**src/rtl/fp16_add_sequencer.sv**
```systemverilog
// Multi-cycle half-precision add/subtract sequencer.
// Captures two operands on start, orders them by magnitude, aligns the smaller
// mantissa one bit per clock, adds or subtracts, renormalises one bit per clock
// and returns a packed result with a one-cycle done pulse.
// Ports:
//   clk, rst_n        clock, asynchronous active-low reset
//   start             request, sampled only while idle
//   op_a, op_b, sub   operands {sign, exp, frac}; sub=1 computes op_a - op_b
//   busy              operation in flight (excludes the done cycle)
//   done              one-cycle pulse, result/overflow valid
//   result            packed result, held until the next done
//   overflow          result saturated to +/-inf
module fp16_add_sequencer #(
    parameter int unsigned EXP_W     = 5,
    parameter int unsigned FRAC_W    = 10,
    parameter int unsigned MAX_SHIFT = 12
) (
    input  logic                    clk,
    input  logic                    rst_n,
    input  logic                    start,
    input  logic [EXP_W+FRAC_W:0]   op_a,
    input  logic [EXP_W+FRAC_W:0]   op_b,
    input  logic                    sub,
    output logic                    busy,
    output logic                    done,
    output logic [EXP_W+FRAC_W:0]   result,
    output logic                    overflow
);

    localparam int unsigned W     = EXP_W + FRAC_W + 1;
    localparam int unsigned MAN_W = FRAC_W + 1;
    localparam int unsigned CNT_W = $clog2(MAX_SHIFT + 1);

    localparam logic [EXP_W-1:0] EXP_MAX = '1;
    localparam logic [W-1:0]     QNAN    = {1'b0, EXP_MAX, 1'b1, {(FRAC_W-1){1'b0}}};

    typedef enum logic [2:0] {StIdle, StSetup, StShift, StArith, StNorm, StDone} state_e;

    state_e             state_q, state_d;
    logic [W-1:0]       a_q, a_d, b_q, b_d;
    logic               sign_l_q, sign_l_d, sign_s_q, sign_s_d;
    logic [EXP_W-1:0]   exp_q, exp_d, diff_q, diff_d;
    logic [MAN_W-1:0]   man_l_q, man_l_d, man_s_q, man_s_d;
    logic [CNT_W-1:0]   cnt_q, cnt_d;
    logic [MAN_W:0]     sum_q, sum_d;
    logic [W-1:0]       result_q, result_d;
    logic               overflow_q, overflow_d;

    // Operand decode for SETUP; exp==0 operands are treated as zero.
    logic               sa, sb, zero_a, zero_b, nan_a, nan_b, inf_a, inf_b, a_ge_b;
    logic [EXP_W-1:0]   ea, eb;
    logic [FRAC_W-1:0]  fa, fb;
    logic [W-2:0]       key_a, key_b;
    logic [MAN_W-1:0]   man_a, man_b;
    logic [MAN_W:0]     arith_sum;
    logic [EXP_W-1:0]   exp_inc, exp_dec;

    assign sa     = a_q[W-1];
    assign sb     = b_q[W-1];
    assign ea     = a_q[W-2 -: EXP_W];
    assign eb     = b_q[W-2 -: EXP_W];
    assign fa     = a_q[FRAC_W-1:0];
    assign fb     = b_q[FRAC_W-1:0];
    assign zero_a = (ea == '0);
    assign zero_b = (eb == '0);
    assign nan_a  = (ea == EXP_MAX) && (fa != '0);
    assign nan_b  = (eb == EXP_MAX) && (fb != '0);
    assign inf_a  = (ea == EXP_MAX) && (fa == '0);
    assign inf_b  = (eb == EXP_MAX) && (fb == '0);
    assign key_a  = zero_a ? '0 : a_q[W-2:0];
    assign key_b  = zero_b ? '0 : b_q[W-2:0];
    assign a_ge_b = (key_a >= key_b);
    assign man_a  = zero_a ? '0 : {1'b1, fa};
    assign man_b  = zero_b ? '0 : {1'b1, fb};

    // |L| >= |S| after alignment, so the difference never wraps.
    assign arith_sum = (sign_l_q == sign_s_q) ? ({1'b0, man_l_q} + {1'b0, man_s_q})
                                              : ({1'b0, man_l_q} - {1'b0, man_s_q});
    assign exp_inc   = exp_q + EXP_W'(1);
    assign exp_dec   = exp_q - EXP_W'(1);

    always_comb begin
        state_d    = state_q;
        a_d        = a_q;
        b_d        = b_q;
        sign_l_d   = sign_l_q;
        sign_s_d   = sign_s_q;
        exp_d      = exp_q;
        diff_d     = diff_q;
        man_l_d    = man_l_q;
        man_s_d    = man_s_q;
        cnt_d      = cnt_q;
        sum_d      = sum_q;
        result_d   = result_q;
        overflow_d = overflow_q;

        case (state_q)
            StIdle: begin
                if (start) begin
                    a_d        = op_a;
                    b_d        = {op_b[W-1] ^ sub, op_b[W-2:0]};
                    overflow_d = 1'b0;
                    state_d    = StSetup;
                end
            end
            StSetup: begin
                cnt_d = '0;
                if (nan_a || nan_b) begin
                    result_d = QNAN;
                    state_d  = StDone;
                end else if (inf_a && inf_b) begin
                    result_d = (sa == sb) ? a_q : QNAN;
                    state_d  = StDone;
                end else if (inf_a) begin
                    result_d = a_q;
                    state_d  = StDone;
                end else if (inf_b) begin
                    result_d = b_q;
                    state_d  = StDone;
                end else begin
                    if (a_ge_b) begin
                        sign_l_d = sa;
                        sign_s_d = sb;
                        exp_d    = ea;
                        man_l_d  = man_a;
                        man_s_d  = man_b;
                        diff_d   = ea - eb;
                    end else begin
                        sign_l_d = sb;
                        sign_s_d = sa;
                        exp_d    = eb;
                        man_l_d  = man_b;
                        man_s_d  = man_a;
                        diff_d   = eb - ea;
                    end
                    state_d = StShift;
                end
            end
            StShift: begin
                if (diff_q == '0) begin
                    state_d = StArith;
                end else begin
                    man_s_d = man_s_q >> 1;
                    diff_d  = diff_q - EXP_W'(1);
                    cnt_d   = cnt_q + CNT_W'(1);
                    // The last permitted shift: anything still misaligned is dropped.
                    if (cnt_q == CNT_W'(MAX_SHIFT - 1)) begin
                        man_s_d = '0;
                        state_d = StArith;
                    end else if (diff_q == EXP_W'(1)) begin
                        state_d = StArith;
                    end
                end
            end
            StArith: begin
                if (arith_sum == '0) begin
                    result_d = '0;
                    state_d  = StDone;
                end else begin
                    sum_d   = arith_sum;
                    state_d = StNorm;
                end
            end
            StNorm: begin
                // Each cycle performs one step and packs as soon as the step normalises.
                if (sum_q[MAN_W]) begin
                    if (exp_inc == EXP_MAX) begin
                        overflow_d = 1'b1;
                        result_d   = {sign_l_q, EXP_MAX, {FRAC_W{1'b0}}};
                    end else begin
                        result_d   = {sign_l_q, exp_inc, sum_q[FRAC_W:1]};
                    end
                    state_d = StDone;
                end else if (!sum_q[FRAC_W]) begin
                    if (exp_q == EXP_W'(1)) begin
                        result_d = {sign_l_q, {(W-1){1'b0}}};
                        state_d  = StDone;
                    end else begin
                        sum_d = sum_q << 1;
                        exp_d = exp_dec;
                        if (sum_q[FRAC_W-1]) begin
                            result_d = {sign_l_q, exp_dec, sum_q[FRAC_W-2:0], 1'b0};
                            state_d  = StDone;
                        end
                    end
                end else begin
                    result_d = {sign_l_q, exp_q, sum_q[FRAC_W-1:0]};
                    state_d  = StDone;
                end
            end
            StDone: begin
                state_d = StIdle;
            end
            default: begin
                state_d = StIdle;
            end
        endcase
    end

    always_ff @(posedge clk or negedge rst_n) begin
        if (!rst_n) begin
            state_q    <= StIdle;
            a_q        <= '0;
            b_q        <= '0;
            sign_l_q   <= 1'b0;
            sign_s_q   <= 1'b0;
            exp_q      <= '0;
            diff_q     <= '0;
            man_l_q    <= '0;
            man_s_q    <= '0;
            cnt_q      <= '0;
            sum_q      <= '0;
            result_q   <= '0;
            overflow_q <= 1'b0;
        end else begin
            state_q    <= state_d;
            a_q        <= a_d;
            b_q        <= b_d;
            sign_l_q   <= sign_l_d;
            sign_s_q   <= sign_s_d;
            exp_q      <= exp_d;
            diff_q     <= diff_d;
            man_l_q    <= man_l_d;
            man_s_q    <= man_s_d;
            cnt_q      <= cnt_d;
            sum_q      <= sum_d;
            result_q   <= result_d;
            overflow_q <= overflow_d;
        end
    end

    assign busy     = (state_q == StSetup) || (state_q == StShift) ||
                      (state_q == StArith) || (state_q == StNorm);
    assign done     = (state_q == StDone);
    assign result   = result_q;
    assign overflow = overflow_q;

endmodule

```
**config.mk**
```make
export PLATFORM = sky130hd
export DESIGN_NAME = fp16_add_sequencer
export DESIGN_NICKNAME = d
export VERILOG_FILES = /design/src/rtl/fp16_add_sequencer.sv
export SDC_FILE = /design/constraint.sdc
export NUM_CORES = 1
export LEC_CHECK = 0
export CORE_ASPECT_RATIO = 0.9
export CORE_MARGIN = 5
export CORE_UTILIZATION = 30
export CTS_BUF_LIST = sky130_fd_sc_hd__clkbuf_4
export CTS_CLUSTER_SIZE = 10
export DETAILED_ROUTE_END_ITERATION = 12
export SLEW_MARGIN = 20
export SYNTH_ARGS = -nofsm -noshare
export SYNTH_HDL_FRONTEND = slang
export SYNTH_SLANG_ARGS = --single-unit
```
**constraint.sdc**
```tcl
create_clock -name clk -period 6.75 [get_ports clk]
set_clock_uncertainty 0.2 [all_clocks]
set_input_delay 1.0125 -clock clk [delete_from_list [all_inputs] [get_ports clk]]
set_output_delay 1.0125 -clock clk [all_outputs]
set_load 0.01 [all_outputs]
```
==> results of run 1 <==
==> worst paths after layout <==
| path | from | endpoint | slack, ps | cells after the start |
|---|---|---|---|---|
| worst max-delay path | b_q[11] | man_l_q[1] | 2240 | 12 |
| worst min-delay path | rst_n | result[13] | 240 | 1 |
| worst max register to register | b_q[11] | man_l_q[1] | 2240 | 12 |
| worst min register to register | result[0] | result[0] | 300 | 1 |
| max in group asynchronous | rst_n | man_s_q[3] | 4850 | 2 |
| min in group clk | result[0] | result[0] | 300 | 1 |
==> placed cells by master, fill, tap and decap left out, types with 8 or more instances in the layout <==
master,synthesis,layout
nand2_1,110,110
xor2_1,16,16
a21oi_1,36,36
o21ai_0,52,52
and2_1,11,11
nor2_1,81,80
nor3_1,15,14
clkdlybuf4s50_1,0,53
a31oi_1,13,13
dfrtp_1,102,102
nand3_1,13,13
clkbuf_4,0,11
a221oi_1,14,14
a21o_1,9,9
nor4_1,10,9
a222oi_1,8,8
mux2_4,8,8
ha_1,44,44
inv_1,38,38
mux2_2,34,34
xnor2_1,14,14
mux2i_1,21,21
==> layout make-up <==
type                            instances  area [sq um]
Clock buffer                           11         82.58
Clock inverter                          5         50.05
Fill cell                            2402         15280
Inverter                               39         146.4
Multi-Input combinational cell        613          4220
Sequential cell                       102          2552
Tap cell                              302         377.9
Timing Repair Buffer                   58         568.0
==> metal layers <==
metal,global-route usage,vias to the layer above
met5,0,-
met4,0.02807,0
met3,0.02787,28
met2,0.2406,168
met1,0.2018,2898
li1,-,2907
==> registers in the layout, indices dropped and copies added, names as in the netlist, 3 cells and up <==
signal and flops:
a_q 16, b_q 16, result 16, sum_q 12, man_l_q 11, man_s_q 11
diff_q 5, exp_q 5, cnt_q 4, state_q 3
==> cells in the mapped netlist (all sizes together), types with 14 or more instances <==
master  instances  area, sq um
mux2           45        536.8
nor3           16        85.08
mux2i          21        210.2
dfrtp         102         2552
inv            39        146.4
xor2           16        140.1
a21oi          40        230.2
nor2           82        315.3
clkbuf         34        127.6
nand2         111        419.2
a221oi         15        137.6
xnor2          14        122.6
ha             44        550.5
nand3          14        75.07
o21ai          56        284.0
==> kinds of logic after synthesis <==
| group | Yosys count | share of synthesized area |
|---|---|---|
| AO/OA/AOI/OAI | 188 | 0.1808 |
| XOR/XNOR | 30 | 0.03712 |
| adder cells (fa/ha/maj) | 47 | 0.08625 |
| buffers and inverters | 83 | 0.04613 |
| AND/OR/NAND/NOR | 282 | 0.1836 |
| multiplexers | 66 | 0.1055 |
| flip-flops | 102 | 0.3606 |
==> through the flow <==
step | area [sq um] | hold WS [ps] | worst slack, ps | utilization | instances
finish | 7998 | 236.4 | 2236 | 0.3436 | 1130
global route | 7998 | 240.7 | 1886 | 0.3436 | 1130
CTS | 7998 | 221.0 | 2312 | 0.3436 | 1130
detailed placement | 7865 | 273.5 | 2366 | 0.3379 | 1114
global placement | 7865 | 266.4 | 2444 | 0.3379 | 1114
floorplan | 7079 | 256.3 | 2941 | - | 798
==> key figures, run 1 <==
Run status
  • Status: complete, no violations

Clock network
  • Post-CTS setup buffers: 0
  • # hold bufs at CTS: 0
  • TritonCTS Sinks: 102
  • Post_cts resized: 0
  • Buffer depth of the longest clock path: 2
  • CTS Root Cell: clkbuf_4
  • Clk_lat worst skew: 510 ps
  • CTS tree: built
  • CTS buffer count: 9
  • Clock slew at reported path FFs: 160 ps
  • H-tree Lvls: 3

Setup path
  • CP max stage cell: nor2_4
  • Worst endpoint data arrival time: 4690 ps
  • Crit path capture type: flop
  • Largest fanout on the critical path: 38
  • Crit path cell chain: nor3_1 -> nand3_1 -> and2_1 -> ha_1 -> nand2b_1 -> nand3_1 -> a211oi_1 -> o31a_1 -> nor2_4 -> a21oi_1 -> a221oi_1 -> a21oi_1
  • Setup CP Type: flop to flop
  • Cell family with most CP delay: simple AND/OR/NAND/NOR gates
  • Crit path required time: 6930 ps
  • Crit path launch type: flop
  • Buf/Inv on CP: 0
  • Biggest cell delay along the critical path: 840 ps

Final layout
  • Area growth, synth to finish: 12.97%
  • Layout cell share with drive strength beyond 1: 0.09903
  • Ant. Diodes: 0
  • Final nets: 906

Die
  • Die Area: 26,770 sq um
  • Rows: 53
  • Io pins: 55
  • Die Y: approximately 160 um
  • Initial core utilization: 0.3041
  • Core Footprint: 23,280 sq um
  • Chip Width: 171.9 um

Drt
  • DRC Markers: 0
  • Max Used Layer: met4
  • Post-DR wirelength/cell: 16.98 um
  • Met3 wire len: 827 um
  • DRT antenna net count: 0
  • Total length of routed wires: 19.19 mm
  • Met2 Wirelength: a little over 9 mm
  • Routed vias: roughly 6,000
  • Drt via density: ~5.3
  • Initial DRT Pass Iterations: 9
  • 1st-iter DRT viols: 436
  • WL met1: 8.889 mm

Place
  • Port Buf Inserts: 54
  • DP HPWL: 14.63 mm
  • RePlAce Congestion: 0.9159

STA
  • Slew HR: 0.2543
  • Unrepaired setup endpoints after global routing: false
  • Final Max Slew Viols: 0
  • Final Setup Violations: 0
  • Max frequency: 221.5 MHz
  • Period utilisation layout: 0.6687
  • Final Hold Vio Count: 0
  • Setup TNS: 0 ps
  • Minimum clock period: 4514 ps
  • Worst-Margin Slew: 1114 ps

Global route
  • First-pass GRT wire length: 31.61 mm
  • Initial antenna violation count: 0
  • GRT Residual Overflow: 0
  • Vias in the first global route: 5,876
  • Largest net degree at the start of global routing: 67
  • Gr usage total: 0.1461

Synthesis
  • Syn nets: 881
  • Primary FF master, synth: dfrtp_1
  • Yosys warns: 0
  • Sequential fraction of the synthesis area: 0.3606
  • Synth unique cells: 74
  • Post-Syn Area: between 7000 and 8000 sq um
  • Cells after synthesis: 798
  • Number of enable flip-flop cells after synthesis: 0
  • Average cell area after synthesis: 8.871 sq um
  • Yosys reg bits: 102
  • Ys async rst share: 1.000

Flow run
  • Max-cap viol count: 0

Worst hold path
  • Worst Hold Class: primary input to asynchronous set/reset pin
Power of run 1 is not shown: default switching activity piles up to over one toggle a cycle in this logic, so the estimate is an artifact.
==> run 2, diff against run 1 <==
Clock period 6.75 ns to 3.9 ns, I/O delays scaled along.
==> run 2 against run 1 <==
  * Sequential share of layout area fell by 2.0 points
  * Hold slack got worse by 250 ps
  * The run now ends with negative hold slack left
  * Setup slack worse by 2100 ps
  * Non-clock buffer count up 48
  * Final area up 6.7%
  * Largest cell class unchanged
  * Utilization grew 2.3 points
==> key figures, run 2 (synthesis gave the netlist of run 1 again) <==
Final layout
  • Most frequent cells in the layout: nand2_1, dfrtp_1, nor2_1
  • Most common cell after layout, fill and taps aside: nand2_1
  • Ant. Diodes: 0
  • Final nets: 954
  • Area of the multi-input gates: 4298 sq um
  • Layout cell share with drive strength beyond 1: 0.1632
  • Area growth, synth to finish: 20.59%
  • FILL cells: roughly 2,300
  • Reg area: 2555 sq um

Setup path
  • Setup slack, reg-to-reg: 100 ps
  • Crit path cell chain: xor2_1 -> buf_4 -> nor2_1 -> a21o_1 -> inv_1 -> fa_1 -> nor2b_4 -> o21ai_2 -> a21o_1 -> a31oi_1 -> xor2_2 -> a311oi_4 -> buf_6 -> a21oi_4 -> clkbuf_16 -> mux2_2
  • Setup CP Type: flop to flop
  • Crit path capture type: flop
  • Worst endpoint data arrival time: 3990 ps
  • Buf/Inv on CP: 4
  • Top cell by count, worst path: a21o_1
  • Biggest cell delay along the critical path: 490 ps
  • Reg2Reg Launch Point: sign_s_q
  • Worst R2R Path Depth: 16
  • Cell family with most CP delay: compound AO/OA/AOI/OAI gates
  • R2r endpoint: sum_q[2]
  • Largest fanout on the critical path: 5
  • CP max stage cell: dfrtp_2
  • Crit path launch type: flop
  • Crit path required time: slightly above 4000 ps
  • Crit path depth: 16

Place
  • RePlAce Congestion: 0.8560
  • Port Buf Inserts: 54
  • DP HPWL: around 15 mm

STA
  • Unrepaired setup endpoints after global routing: true
  • Max frequency: 262.9 MHz
  • Setup TNS: 0 ps
  • Minimum clock period: between 3000 and 4000 ps
  • Period utilisation layout: 0.9752
  • Final Max Slew Viols: 0
  • Worst-Margin Slew: 964.8 ps
  • Final Setup Violations: 0
  • Worst Hold Slack: -13.55 ps
  • Final Hold Vio Count: 8
  • Slew HR: 0.3568

Global route
  • First-pass GRT wire length: 31.95 mm
  • Largest net degree at the start of global routing: 72
  • GRT Residual Overflow: 0
  • Gr usage total: 0.1490
  • Vias in the first global route: roughly 6,000
  • Initial antenna violation count: 0

Drt
  • Total length of routed wires: 19.81 mm
  • Routed vias: 6,127
  • DRC Markers: 0
  • DRT antenna net count: 0
  • Initial DRT Pass Iterations: 8
  • Post-DR wirelength/cell: roughly 17 um
  • 1st-iter DRT viols: 441
  • Drt via density: 5.201

Clock network
  • Clk_lat worst skew: 510 ps
  • CTS Root Cell: clkbuf_4
  • H-tree Lvls: 3
  • CTS tree: built
  • TritonCTS Sinks: 102
  • CTS buffer count: 9
  • Buffer depth of the longest clock path: 2
  • # hold bufs at CTS: 0
  • Clock slew at reported path FFs: roughly 180 ps

Die
  • Io pins: 55
  • Rows: 53
  • Die Area: about 27,000 sq um
  • Die Y: 155.7 um
  • Chip Width: 171.9 um
  • Core Footprint: 23,280 sq um
  • Initial core utilization: 0.3041

Run status
  • Violated checks: negative hold slack
  • Status: finished with violations

Flow run
  • Max-cap viol count: 0

Worst hold path
  • Worst Hold Class: primary input to asynchronous set/reset pin
## run 2: cell types whose count changed in the layout (fill, tap and decap cells not counted), moves of 2 or more
cell	previous run	this run
clkbuf_4	11	9
buf_4	5	48
dfrtp_2	0	2
buf_12	0	3
dfrtp_1	102	100
clkinv_1	2	0
clkinv_4	0	2
## run 2: per-layer routing
layer  vias to the layer above  share of wire  track usage
li1                       2995              -            -
met1                      2955           0.45       0.1996
met2                       140           0.48       0.2461
met3                        37          0.035      0.02711
met4                         0          0.028      0.04416
met5                         -              0            0
## run 2: per-stage QoR
step | instance area (sq um) | utilization | hold WS [ps] | std cells | setup slack [ps]
finish | 8537 | 0.3668 | -13.55 | 1178 | 96.56
global placement | 8190 | 0.3519 | 268.2 | 1154 | -12.77
CTS | 8386 | 0.3603 | 10.02 | 1170 | 42.06
detailed placement | 8190 | 0.3519 | 270.0 | 1154 | -74.34
floorplan | 7079 | - | 89.41 | 798 | 90.50
global route | 8537 | 0.3668 | 30.85 | 1178 | -71.67
## run 2: cell type report
class | instances | area share
multi-input combinational | 613 | 0.5034
timing repair buffer | 106 | 0.1156
sequential | 102 | 0.2993
tap | 302 | 0.04426
clock inverter | 7 | 0.01231
inverter | 39 | 0.01715
clock buffer | 9 | 0.007914
## run 2: worst max-delay path by stage
stage	to	from	slack [ps]
after floorplan	result[10]	man_s_q[2]	90
after global placement	sum_q[8]	man_s_q[2]	-10
after detailed placement	result[1]	man_s_q[2]	-70
after CTS	result[1]	man_s_q[2]	40
after global routing	sum_q[2]	sign_s_q	-70
final	sum_q[2]	sign_s_q	100
## run 2: timing repair
| item | 4_1_cts | 5_1_grt |
|---|---|---|
| pin swaps | 0 | 5 |
| endpoints found under the setup margin | 24 | 30 |
| gates cloned | 0 | 1 |
| gates resized for setup | 3 | 14 |
| setup buffers | 0 | 8 |
## run 2: worst reg2reg max path, delay by kind of cell, from the launching register on
family	cells	cell delay [ps]
compound gates	6	930
xor+xnor	2	430
fa+ha+maj	1	460
buf+inv	4	560
flops	1	490
mux	1	320
simple gates	2	290
Power of run 2 is left out for the same reason.
==> run 3, diff against run 2 <==
Settings changed: CAP_MARGIN set to 10, HOLD_SLACK_MARGIN set to 0.06.
==> run 3 against run 2 <==
  * The run now ends clean
  * Setup slack lost 0.55 ps
  * Routed wire length shrank 0.33%
  * Utilization is essentially flat
  * First-iteration DRC count shrank 10%
  * Critical path type unchanged
  * Die area is the same
  * Hold slack gained 320 ps
  * Maximum frequency is essentially flat
  * Non-clock buffer count grew 1
  * Final area grew 0.12%
  * Global-route usage is essentially flat
  * Clock-buffer cell count is the same
==> key figures, run 3 (synthesis gave the netlist of run 1 again) <==
Die
  • Core Footprint: 23,280 sq um
  • Die Y: 155.7 um
  • Chip Width: 171.9 um
  • Rows: between 50 and 60
  • Die Area: around 27,000 sq um
  • Io pins: 55
  • Initial core utilization: 0.3041

STA
  • Worst-Margin Slew: a little under 1000 ps
  • Final Max Slew Viols: 0
  • Unrepaired setup endpoints after global routing: true
  • Slew HR: 0.3581
  • Period utilisation layout: 0.9754
  • Min setup slack post-route: about 96 ps
  • Max frequency: 262.9 MHz
  • Final Hold Vio Count: 0
  • Minimum clock period: between 3000 and 4000 ps
  • Final Setup Violations: 0

Final layout
  • Final nets: 955
  • Layout cell share with drive strength beyond 1: 0.1631
  • Area growth, synth to finish: 20.73%
  • Most common cell after layout, fill and taps aside: nand2_1
  • Ant. Diodes: 0
  • Most frequent cells in the layout: nand2_1, dfrtp_1, nor2_1

Drt
  • Drt via density: 5.176
  • DRC Markers: 0
  • Routed vias: 6,102
  • Initial DRT Pass Iterations: 8
  • Post-DR wirelength/cell: 16.74 um
  • DRT antenna net count: 0
  • Total length of routed wires: 19.74 mm
  • 1st-iter DRT viols: 395

Clock network
  • TritonCTS Sinks: 102
  • Clk_lat worst skew: slightly above 500 ps
  • Buffer depth of the longest clock path: 2
  • CTS buffer count: 9
  • CTS tree: built
  • H-tree Lvls: 3
  • Clock slew at reported path FFs: 180 ps
  • CTS Root Cell: clkbuf_4

Setup path
  • Biggest cell delay along the critical path: 490 ps
  • Setup slack, reg-to-reg: a little under 100 ps
  • Cell family with most CP delay: compound AO/OA/AOI/OAI gates
  • Crit path depth: 16
  • Crit path capture type: flop
  • Worst R2R Path Depth: 16
  • Crit path required time: slightly above 4000 ps
  • CP max stage cell: dfrtp_2
  • Crit path cell chain: xor2_1 -> buf_4 -> nor2_1 -> a21o_1 -> inv_1 -> fa_1 -> nor2b_4 -> o21ai_2 -> a21o_1 -> a31oi_1 -> xor2_2 -> a311oi_4 -> buf_6 -> a21oi_4 -> clkbuf_16 -> mux2_2
  • Largest fanout on the critical path: 5
  • Buf/Inv on CP: 4
  • Top cell by count, worst path: a21o_1
  • Setup CP Type: flop to flop
  • Worst endpoint data arrival time: about 4000 ps
  • Crit path launch type: flop

Global route
  • Initial antenna violation count: 0
  • Gr usage total: 0.1489
  • GRT Residual Overflow: 0
  • First-pass GRT wire length: ~32 mm
  • Vias in the first global route: 5,984
  • Largest net degree at the start of global routing: between 70 and 80

Flow run
  • Max-cap viol count: 0

Worst hold path
  • WHS Path Cells: 1
  • Worst Hold Class: flop to flop

Place
  • DP HPWL: 15.08 mm
  • RePlAce Congestion: 0.8560
  • Post-Place Worst Slack: -74.34 ps
  • Port Buf Inserts: 54

Run status
  • Status: complete, no violations
==> run 3: changes by cell type in the layout (fill, tap and decap cells not counted) <==
cell / change
dlygate4sd3_1: +1
==> run 3: worst paths after layout <==
check,from,end
worst min register to register,result[0],result[0]
worst max register to register,sign_s_q,sum_q[2]
worst max-delay path,sign_s_q,sum_q[2]
worst min-delay path,result[0],result[0]
max in group asynchronous,rst_n,man_s_q[4]
min in group asynchronous,rst_n,exp_q[1]
==> run 3: layout make-up <==
class,instances,area [sq um]
Fill cell,2345,14730
Multi-Input combinational cell,613,4298
Sequential cell,102,2555
Timing Repair Buffer,107,997.2
Tap cell,302,377.9
Inverter,39,146.4
Clock inverter,7,105.1
Clock buffer,9,67.56
==> run 3: repair_timing <==
action | CTS | global route
hold buffers | 1 | 0
gates cloned | 0 | 1
hold endpoints to repair | 69 | 0
buffers inserted | 0 | 8
setup endpoints to repair | 24 | 30
pin swaps | 0 | 5
resized for setup | 3 | 14
==> run 3: through the flow <==
stage                     utilization  instances  TNS [ps]  hold WS (ps)  cell area, sq um
after floorplan                     -        798         0         89.41              7079
after global placement         0.3519       1154    -129.9         268.2              8190
after detailed placement       0.3519       1154    -989.5         270.0              8190
after CTS                      0.3607       1171         0         304.3              8396
after global routing           0.3672       1179    -814.3         342.6              8547
final                          0.3672       1179         0         303.2              8547
==> run 3: layer usage <==
| metal | GRT usage | vias to the layer above | share of wire |
|---|---|---|---|
| li1 | - | 2995 | - |
| met1 | 0.1994 | 2937 | 0.45 |
| met2 | 0.2461 | 132 | 0.48 |
| met3 | 0.02711 | 38 | 0.037 |
| met4 | 0.04416 | 0 | 0.028 |
| met5 | 0 | - | 0 |
Power of run 3 is left out for the same reason.
